==> config.mk <==
export PLATFORM = sky130hd
export DESIGN_NAME = reg_file_sb
export DESIGN_NICKNAME = d
export VERILOG_FILES = /design/src/rtl/reg_file_pkg.sv /design/src/rtl/reg_file_clear_seq.sv /design/src/rtl/reg_file_sb.sv
export SDC_FILE = /design/constraint.sdc
export NUM_CORES = 1
export LEC_CHECK = 0
export CAP_MARGIN = 20
export CORE_MARGIN = 2
export CORE_UTILIZATION = 45
export CTS_BUF_LIST = sky130_fd_sc_hd__clkbuf_8 sky130_fd_sc_hd__clkbuf_16
export DETAILED_ROUTE_END_ITERATION = 16
export GPL_TIMING_DRIVEN = 0
export SKIP_LAST_GASP = 1
export SYNTH_ARGS = -nofsm -noshare
export SYNTH_HDL_FRONTEND = slang
export SYNTH_SLANG_ARGS = --single-unit
==> constraint.sdc <==
create_clock -name clk -period 5.7 [get_ports clk]
set_input_delay 0.57 -clock clk [delete_from_list [all_inputs] [get_ports clk]]
set_output_delay 0.57 -clock clk [all_outputs]
set_load 0.03 [all_outputs]
==> src/rtl/reg_file_pkg.sv <==
// Shared constants, state type and address qualification for the register file.
package reg_file_pkg;

    localparam int RF_DATA_W = 32;
    localparam int RF_ADDR_W = 5;
    localparam int RF_DEPTH  = 32;

    typedef enum logic {
        CLEAR,
        RUN
    } rf_state_e;

    // True when addr names an implemented, writable/readable entry.
    function automatic logic addr_valid(input int unsigned addr,
                                        input int unsigned depth,
                                        input bit          zero_reg);
        return (addr < depth) && !(zero_reg && (addr == 0));
    endfunction

endpackage

==> src/rtl/reg_file_clear_seq.sv <==
// Post-reset sequencer: walks every entry once, writing zero, then releases the file.
module reg_file_clear_seq
    import reg_file_pkg::*;
#(
    parameter int ADDR_W = RF_ADDR_W,
    parameter int DEPTH  = RF_DEPTH
) (
    input  logic              clk,
    input  logic              rst,
    output logic              init_busy_o,
    output logic              clr_we_o,
    output logic [ADDR_W-1:0] clr_addr_o
);

    localparam int CNT_W = (DEPTH > 1) ? $clog2(DEPTH) : 1;

    rf_state_e        state_q, state_d;
    logic [CNT_W-1:0] cnt_q, cnt_d;

    always_ff @(posedge clk) begin
        if (rst) begin
            state_q <= CLEAR;
            cnt_q   <= '0;
        end else begin
            state_q <= state_d;
            cnt_q   <= cnt_d;
        end
    end

    always_comb begin
        state_d     = state_q;
        cnt_d       = cnt_q;
        init_busy_o = 1'b0;
        clr_we_o    = 1'b0;
        case (state_q)
            CLEAR: begin
                init_busy_o = 1'b1;
                clr_we_o    = 1'b1;
                cnt_d       = cnt_q + CNT_W'(1);
                if (cnt_q == CNT_W'(DEPTH - 1)) begin
                    state_d = RUN;
                end
            end
            RUN: begin
                state_d = RUN;
            end
            default: begin
                state_d = CLEAR;
            end
        endcase
    end

    assign clr_addr_o = ADDR_W'(cnt_q);

endmodule

==> src/rtl/reg_file_sb.sv <==
// Two-read/one-write register file with optional zero register, write bypass and pending scoreboard.
module reg_file_sb
    import reg_file_pkg::*;
#(
    parameter int DATA_W   = RF_DATA_W,
    parameter int ADDR_W   = RF_ADDR_W,
    parameter int DEPTH    = RF_DEPTH,
    parameter int ZERO_REG = 1,
    parameter int BYPASS   = 1
) (
    input  logic              clk,
    input  logic              rst,
    input  logic              we,
    input  logic [ADDR_W-1:0] WA,
    input  logic [DATA_W-1:0] DW,
    input  logic [ADDR_W-1:0] RA1,
    input  logic [ADDR_W-1:0] RA2,
    output logic [DATA_W-1:0] DR1,
    output logic [DATA_W-1:0] DR2,
    input  logic              issue_en,
    input  logic [ADDR_W-1:0] issue_addr,
    output logic              busy1,
    output logic              busy2,
    output logic              init_busy
);

    localparam bit ZR  = (ZERO_REG != 0);
    localparam bit BYP = (BYPASS != 0);

    logic [DATA_W-1:0] mem_q [DEPTH];
    logic [DEPTH-1:0]  pend_q, pend_d;

    logic              clr_we;
    logic [ADDR_W-1:0] clr_addr;
    logic              wr_ok, iss_ok;
    logic              rd_ok1, rd_ok2, hit1, hit2;

    reg_file_clear_seq #(
        .ADDR_W (ADDR_W),
        .DEPTH  (DEPTH)
    ) u_clear_seq (
        .clk         (clk),
        .rst         (rst),
        .init_busy_o (init_busy),
        .clr_we_o    (clr_we),
        .clr_addr_o  (clr_addr)
    );

    assign wr_ok  = we && !init_busy && addr_valid(32'(WA), DEPTH, ZR);
    assign iss_ok = issue_en && !init_busy && addr_valid(32'(issue_addr), DEPTH, ZR);

    // Storage is not reset; the clear sequencer owns the write port until RUN.
    always_ff @(posedge clk) begin
        if (clr_we) begin
            mem_q[clr_addr] <= '0;
        end else if (wr_ok) begin
            mem_q[WA] <= DW;
        end
    end

    // Set is applied after clear so a new producer supersedes the retiring one.
    always_comb begin
        pend_d = pend_q;
        if (wr_ok) begin
            pend_d[WA] = 1'b0;
        end
        if (iss_ok) begin
            pend_d[issue_addr] = 1'b1;
        end
    end

    always_ff @(posedge clk) begin
        if (rst) begin
            pend_q <= '0;
        end else begin
            pend_q <= pend_d;
        end
    end

    always_comb begin
        rd_ok1 = addr_valid(32'(RA1), DEPTH, ZR);
        rd_ok2 = addr_valid(32'(RA2), DEPTH, ZR);
        hit1   = BYP && wr_ok && (WA == RA1);
        hit2   = BYP && wr_ok && (WA == RA2);
        DR1    = '0;
        DR2    = '0;
        busy1  = 1'b0;
        busy2  = 1'b0;
        if (!init_busy && rd_ok1) begin
            DR1   = hit1 ? DW : mem_q[RA1];
            busy1 = hit1 ? 1'b0 : pend_q[RA1];
        end
        if (!init_busy && rd_ok2) begin
            DR2   = hit2 ? DW : mem_q[RA2];
            busy2 = hit2 ? 1'b0 : pend_q[RA2];
        end
    end

endmodule

== After elaboration in Yosys (flattened, before gate mapping) ==
Memories as Yosys holds them, arrays and structs flattened.
Index checks and enable logic that the tools add are counted.
Storage, ports and cells
  logic and storage cells: 64
  register bits: 38
  bits in writable memories: 1024
  input port bits: 56
  memories: 1
Memories
  mem_q: depth 32, width 32, read ports 2, clocked after memory_dff 0, wr ports 1, RTL line reg_file_sb.sv:30  | logic [DATA_W-1:0] mem_q [DEPTH];
Cells by class
  eq/ne operators: 3
  multiplexer cells: 27
  bitwise gates (word level): 4
  $add $sub $neg: 1
  $lt $le $gt $ge: 6
  reductions and logical operators: 19
Operator list (count)
  2-to-1 mux 32 bit: 7
  AND 32 bit: 1
  NOT 32 bit: 1
  bitwise OR 32 bit: 1
  OR reduction 32 bit: 1
  < comparator 5 x 6 -> 1 bit (second input constant): 4
  logical NOT 5 bit: 4
  2-to-1 mux 1 bit: 14
  binary-select mux 1 bit (select 5 bit): 2
  demux 1 bit (select 5 bit): 2
  equality test 5 bit: 2
  >= comparator 5 x 1 -> 1 bit (second input constant): 2
  logical AND 1 bit: 10
  adder 5 x 1 -> 5 bit (second input constant): 1
  equality test 5 bit (second input constant): 1
  2-to-1 mux 5 bit: 1
  logical NOT 1 bit: 4
  case mux 1 bit (2 select lines): 1
  NOT 1 bit: 1

== Logic depth before layout (Yosys ltp) ==
  depth in word-level cells: 9
  mapped depth: 8
  gate-level depth less buffers: 5

== By module ==
Synthesis repeated with hierarchy kept, for this count alone.
Unflattened totals
  cells, all modules: 2709
  area, all modules: 49912.9 um^2
By module, submodules not included
  reg_file_sb: area an instance 49633.9 um^2, cells each 2683, seq. area each 31390.1 um^2, instances 1
  reg_file_clear_seq: area an instance 279.0 um^2, cells each 26, seq. area each 120.1 um^2, instances 1

== Worst setup path before layout ==
Ideal clock, no wire load.
  path kind: input to register
  start: input port WA[2]
  end: memory mem_q[18][0] (netlist bit), enable pin
  arrival: 4075 ps
  cell stages on the path: 6
  buffers on the path: 2
  library setup time: 461 ps
  required time: 5239 ps
  setup slack: 1164 ps
  cell sequence: buf_6 > or3_1 > buf_2 > o21ai_4 > mux2_2 > nor3_1
Between the ends
  cells in the longest elaborated chain, start to end: 8
  elaborated cells between the ends (all ways): 9
  those cells by class: 5 x mux; 4 x reduce/logical
Ends and longest elaborated chain
  from (decl): RTL line reg_file_sb.sv:14  | input logic [ADDR_W-1:0] WA,
  logical NOT 5 bit: RTL line reg_file_pkg.sv:17  | return (addr < depth) && !(zero_reg && (addr == 0));
  logical NOT 1 bit: RTL line reg_file_pkg.sv:17
  logical AND 1 bit: RTL line reg_file_sb.sv:49  | assign wr_ok = we && !init_busy && addr_valid(32'(WA), DEPTH, ZR);
  2-to-1 mux 1 bit: RTL line reg_file_sb.sv:56  | end else if (wr_ok) begin
  2-to-1 mux 1 bit: RTL line reg_file_sb.sv:54  | if (clr_we) begin
  2-to-1 mux 1 bit (not written as such): RTL line reg_file_sb.sv:57  | mem_q[WA] <= DW;
  OR reduction 32 bit (no line)
  2-to-1 mux 5 bit (no line) or 2-to-1 mux 1 bit (tied branches)
  to (decl): RTL line reg_file_sb.sv:30
Parallel ways exist; a longest one is shown, timed or not.

== Final worst setup path ==
  start: input port RA2[1]
  end: output port DR2[25]
Between the ends
  cells in the longest elaborated chain, start to end: 4
  elaborated cells between the ends (all ways): 8
  those cells by class: 1 x eq/ne; 2 x mux; 4 x reduce/logical; 1 x memory
Ends and longest elaborated chain
  from (decl): RTL line reg_file_sb.sv:17  | input logic [ADDR_W-1:0] RA2,
  parallel branches: the longest is 3 deep, another holds memory (32 x 32 bit)
  2-to-1 mux 32 bit *: RTL line reg_file_sb.sv:93  | if (!init_busy && rd_ok2) begin
  to (decl): RTL line reg_file_sb.sv:19  | output logic [DATA_W-1:0] DR2,
Every way passes the cells marked *.

==> results.json <==
{
  "timing.max_slew.rel_slack_pct": 21.0,
  "wl_per_cell_um": 36.9,
  "yosysUniqueCellTypes": 53,
  "rr_worst_depth": 7,
  "yosysWarnings": 0,
  "synth_edf_count": 1024,
  "r2r_slack_ps": 2030,
  "irDropWorstVdd_mv": 0.254,
  "status": "finished, violations left",
  "drive_gt1_share_pct": 31.4,
  "io_buffer_count": 113,
  "layout_setup_ws_ps": -56.4,
  "synthTopCellsByCount": "edfxtp_1, mux4_2, nand2_1, mux2i_1, clkbuf_1",
  "nFillCells": 8841,
  "initial_core_util_pct": 45.4,
  "drt_iter0_drc": 4062,
  "syn_area_um2": 50100,
  "crit_cells": 9,
  "cp_slowest_stage_delay_ps": 810,
  "timing.fmax_ghz": 0.174,
  "place.gp.congestion": 0.993,
  "drc_errors": 0,
  "timing.final.crit_share_pct": 101,
  "cp.required_ps": 5130,
  "regToRegStartpoint": "u_clear_seq.state_q$_SDFF_PP0_",
  "crit_chain": "clkdlybuf4s50_1 -> buf_6 -> buf_2 -> buf_2 -> clkdlybuf4s15_2 -> a211oi_1 -> nor3_1 -> a32o_1 -> clkdlybuf4s50_1",
  "vias": 30493,
  "root_buffer": "clkbuf_16",
  "worst_slew_pin_slew_ps": 1190,
  "cts_buffers": 113,
  "r2r-end": "mem_q[2][6]$_DFFE_PP_",
  "p_per_area_nw_per_um2": 294,
  "drv_slew": 0,
  "dp_hpwl_mm": 122,
  "async_reset_ff_share_pct": 0,
  "critPathCapture": "DR2[25]",
  "layout.cells.non_filler": 4555,
  "crit_type": "in2out",
  "yosys_register_bits": 1062,
  "grtUsageTotal_pct": 29.8,
  "detail_route.first_pass.iterations": 7,
  "netlist.area_leader.share_pct": 61.3,
  "cp-end-kind": "output port",
  "antenna_found_initial": 4,
  "die_x_um": 338,
  "grt_pass1_vias": 30933,
  "cts.sinks": 1062,
  "hold_buffers": 0,
  "worstSkewPairLatency_ps": 710,
  "dp_cells": 4319,
  "synthTopCellsByArea": "edfxtp_1, mux4_2, mux2i_1, dfxtp_1, o22ai_1",
  "syn_nets": 2719,
  "cp-start-kind": "primary input",
  "ys_seq_area_share_pct": 62.9,
  "die_h_um": 338,
  "holdWs_ps": 319,
  "setup_violations": 1,
  "cts_tree": "yes",
  "fin_nets": 3027,
  "synth_most_common_cell": "edfxtp_1",
  "path_max_fanout": 10,
  "fp-row-count": 122,
  "ant_nets": 0,
  "hp-class": "in2reg",
  "cts_setup_buffers": 0,
  "synthCells": 2661,
  "grt_max_degree": 33,
  "total_power_w": 0.0171,
  "violations": "negative setup slack",
  "worstPathArrival_ps": 5190,
  "synth-main-ff-cell": "edfxtp_1",
  "grt_overflow": 0,
  "wl_mm": 168,
  "clk_path_buf_depth": 3,
  "skew_ps": 23.3,
  "p_leak_nw": 17.5,
  "core_area_um2": 111000,
  "critical-path-slowest-cell": "nor3_1",
  "grt_setup_unrepaired": "false",
  "vias_per_cell": 6.69,
  "cap_violations": 0,
  "setup_tns_ps": -56.4,
  "path_buf_inv": 6,
  "startpoint": "RA2[1]",
  "area_growth_pct": 16.1,
  "period_needed_ps": 5760,
  "pre_cts_ws_ps": -119,
  "cts-htree-levels": 3,
  "synth_area_per_cell_um2": 18.8,
  "yosysTopAreaCell": "edfxtp_1",
  "grt_pass1_wl_mm": 235,
  "ios": 123,
  "path_clk_slew_ps": 70,
  "crit_family": "buffers and inverters",
  "die_area_um2": 114000,
  "final_hold_viol_count": 0
}
-- repair_timing --
action / in CTS / in global routing
endpoints found under the hold margin: 0 / 0
setup endpoints to repair: 1 / 3
resized for setup: 2 / 2
-- area by class of cell --
cell class / count / area (um2) / area share, %
Sequential cell: 1062 / 31500 / 54.1
Tap cell: 1488 / 1860 / 3.20
Timing Repair Buffer: 193 / 2380 / 4.08
Antenna cell: 1 / 2.50 / 0.00430
Multi-Input combinational cell: 1372 / 17700 / 30.5
Clock buffer: 114 / 2850 / 4.90
Buffer: 220 / 1060 / 1.82
Clock inverter: 98 / 774 / 1.33
Inverter: 7 / 26.3 / 0.0451
-- stage by stage --
step                instance area (um2)  utilization [%]
global route                      58200             52.7
finish                            58200             52.7
detailed placement                54200             49.1
global placement                  53100             48.1
floorplan                         50100                -
CTS                               57900             52.3
-- how the worst min path moves through the flow --
stage / from / end / slack (ps) / cells past startpoint
floorplan: pend_q[0]$_SDFF_PP0_ / pend_q[0]$_SDFF_PP0_ / 450 / 1
global placement: pend_q[13]$_SDFF_PP0_ / pend_q[13]$_SDFF_PP0_ / 470 / 2
detailed placement: pend_q[20]$_SDFF_PP0_ / pend_q[20]$_SDFF_PP0_ / 480 / 2
CTS: rst / pend_q[0]$_SDFF_PP0_ / 290 / 2
global route: rst / pend_q[0]$_SDFF_PP0_ / 340 / 2
finish: rst / pend_q[0]$_SDFF_PP0_ / 320 / 2
-- cells by family after synthesis --
kind of cell | count (synthesis) | synth area share [%]
simple gates | 354 | 3.47
flops | 1062 | 62.9
fa+ha+maj | 2 | 0.0499
buf+inv | 227 | 2.14
mux | 669 | 26.8
compound gates | 335 | 4.50
xor+xnor | 12 | 0.210
-- placed cells by master (no fill, tap or decap), drive strengths merged, types with 8 or more instances in the layout --
| cell type | synthesis | layout |
|---|---|---|
| a32o | 32 | 32 |
| a211oi | 32 | 32 |
| clkdlybuf4s50 | 0 | 113 |
| mux2i | 102 | 102 |
| nand2 | 137 | 137 |
| o22ai | 94 | 94 |
| o21ai | 33 | 33 |
| mux2 | 34 | 34 |
| clkinv | 0 | 53 |
| clkbuf | 101 | 215 |
| nor3 | 49 | 49 |
| dfxtp | 38 | 38 |
| buf | 119 | 198 |
| a21oi | 65 | 65 |
| nor2 | 40 | 40 |
| mux4 | 533 | 533 |
| nand2b | 14 | 14 |
| or2 | 8 | 8 |
| bufinv | 0 | 9 |
| xor2 | 8 | 8 |
| and3 | 8 | 8 |
| edfxtp | 1024 | 1024 |
| nor2b | 37 | 37 |
| a22oi | 32 | 32 |
| o211ai | 33 | 33 |
| inv | 7 | 37 |
| and2 | 34 | 34 |
| nand3 | 9 | 9 |
-- worst register-to-register path: cells and delay by family, from the launching register on --
family | cells | cell delay (ps)
DFF | 1 | 470
AOI/OAI and AO/OA | 2 | 740
and+or+nand+nor | 2 | 1120
buffers and inverters | 3 | 1030
-- metal layers --
layer / part of all wire (%) / up-vias / global-route usage (%)
met5: 0 / - / 0
met4: 4.5 / 0 / 12.0
met3: 10 / 309 / 7.66
met2: 47 / 1768 / 46.0
met1: 39 / 16393 / 40.8
li1: - / 12023 / -
-- power breakdown --
| group | leakage [nW] | internal (W) | total, W | switching [W] |
|---|---|---|---|---|
| Combinational | 6.69 | 0.000534 | 0.00132 | 0.000784 |
| Clock | 1.88 | 0.00404 | 0.00723 | 0.00318 |
| Sequential | 8.91 | 0.00853 | 0.00856 | 0.0000354 |
-- registers in the layout, indices dropped and copies added, names as in the netlist --
signal and flops:
mem_q 1024, pend_q 32, u_clear_seq.clr_addr_o 5, u_clear_seq.state_q 1
Power figures use the tool's default switching activity.
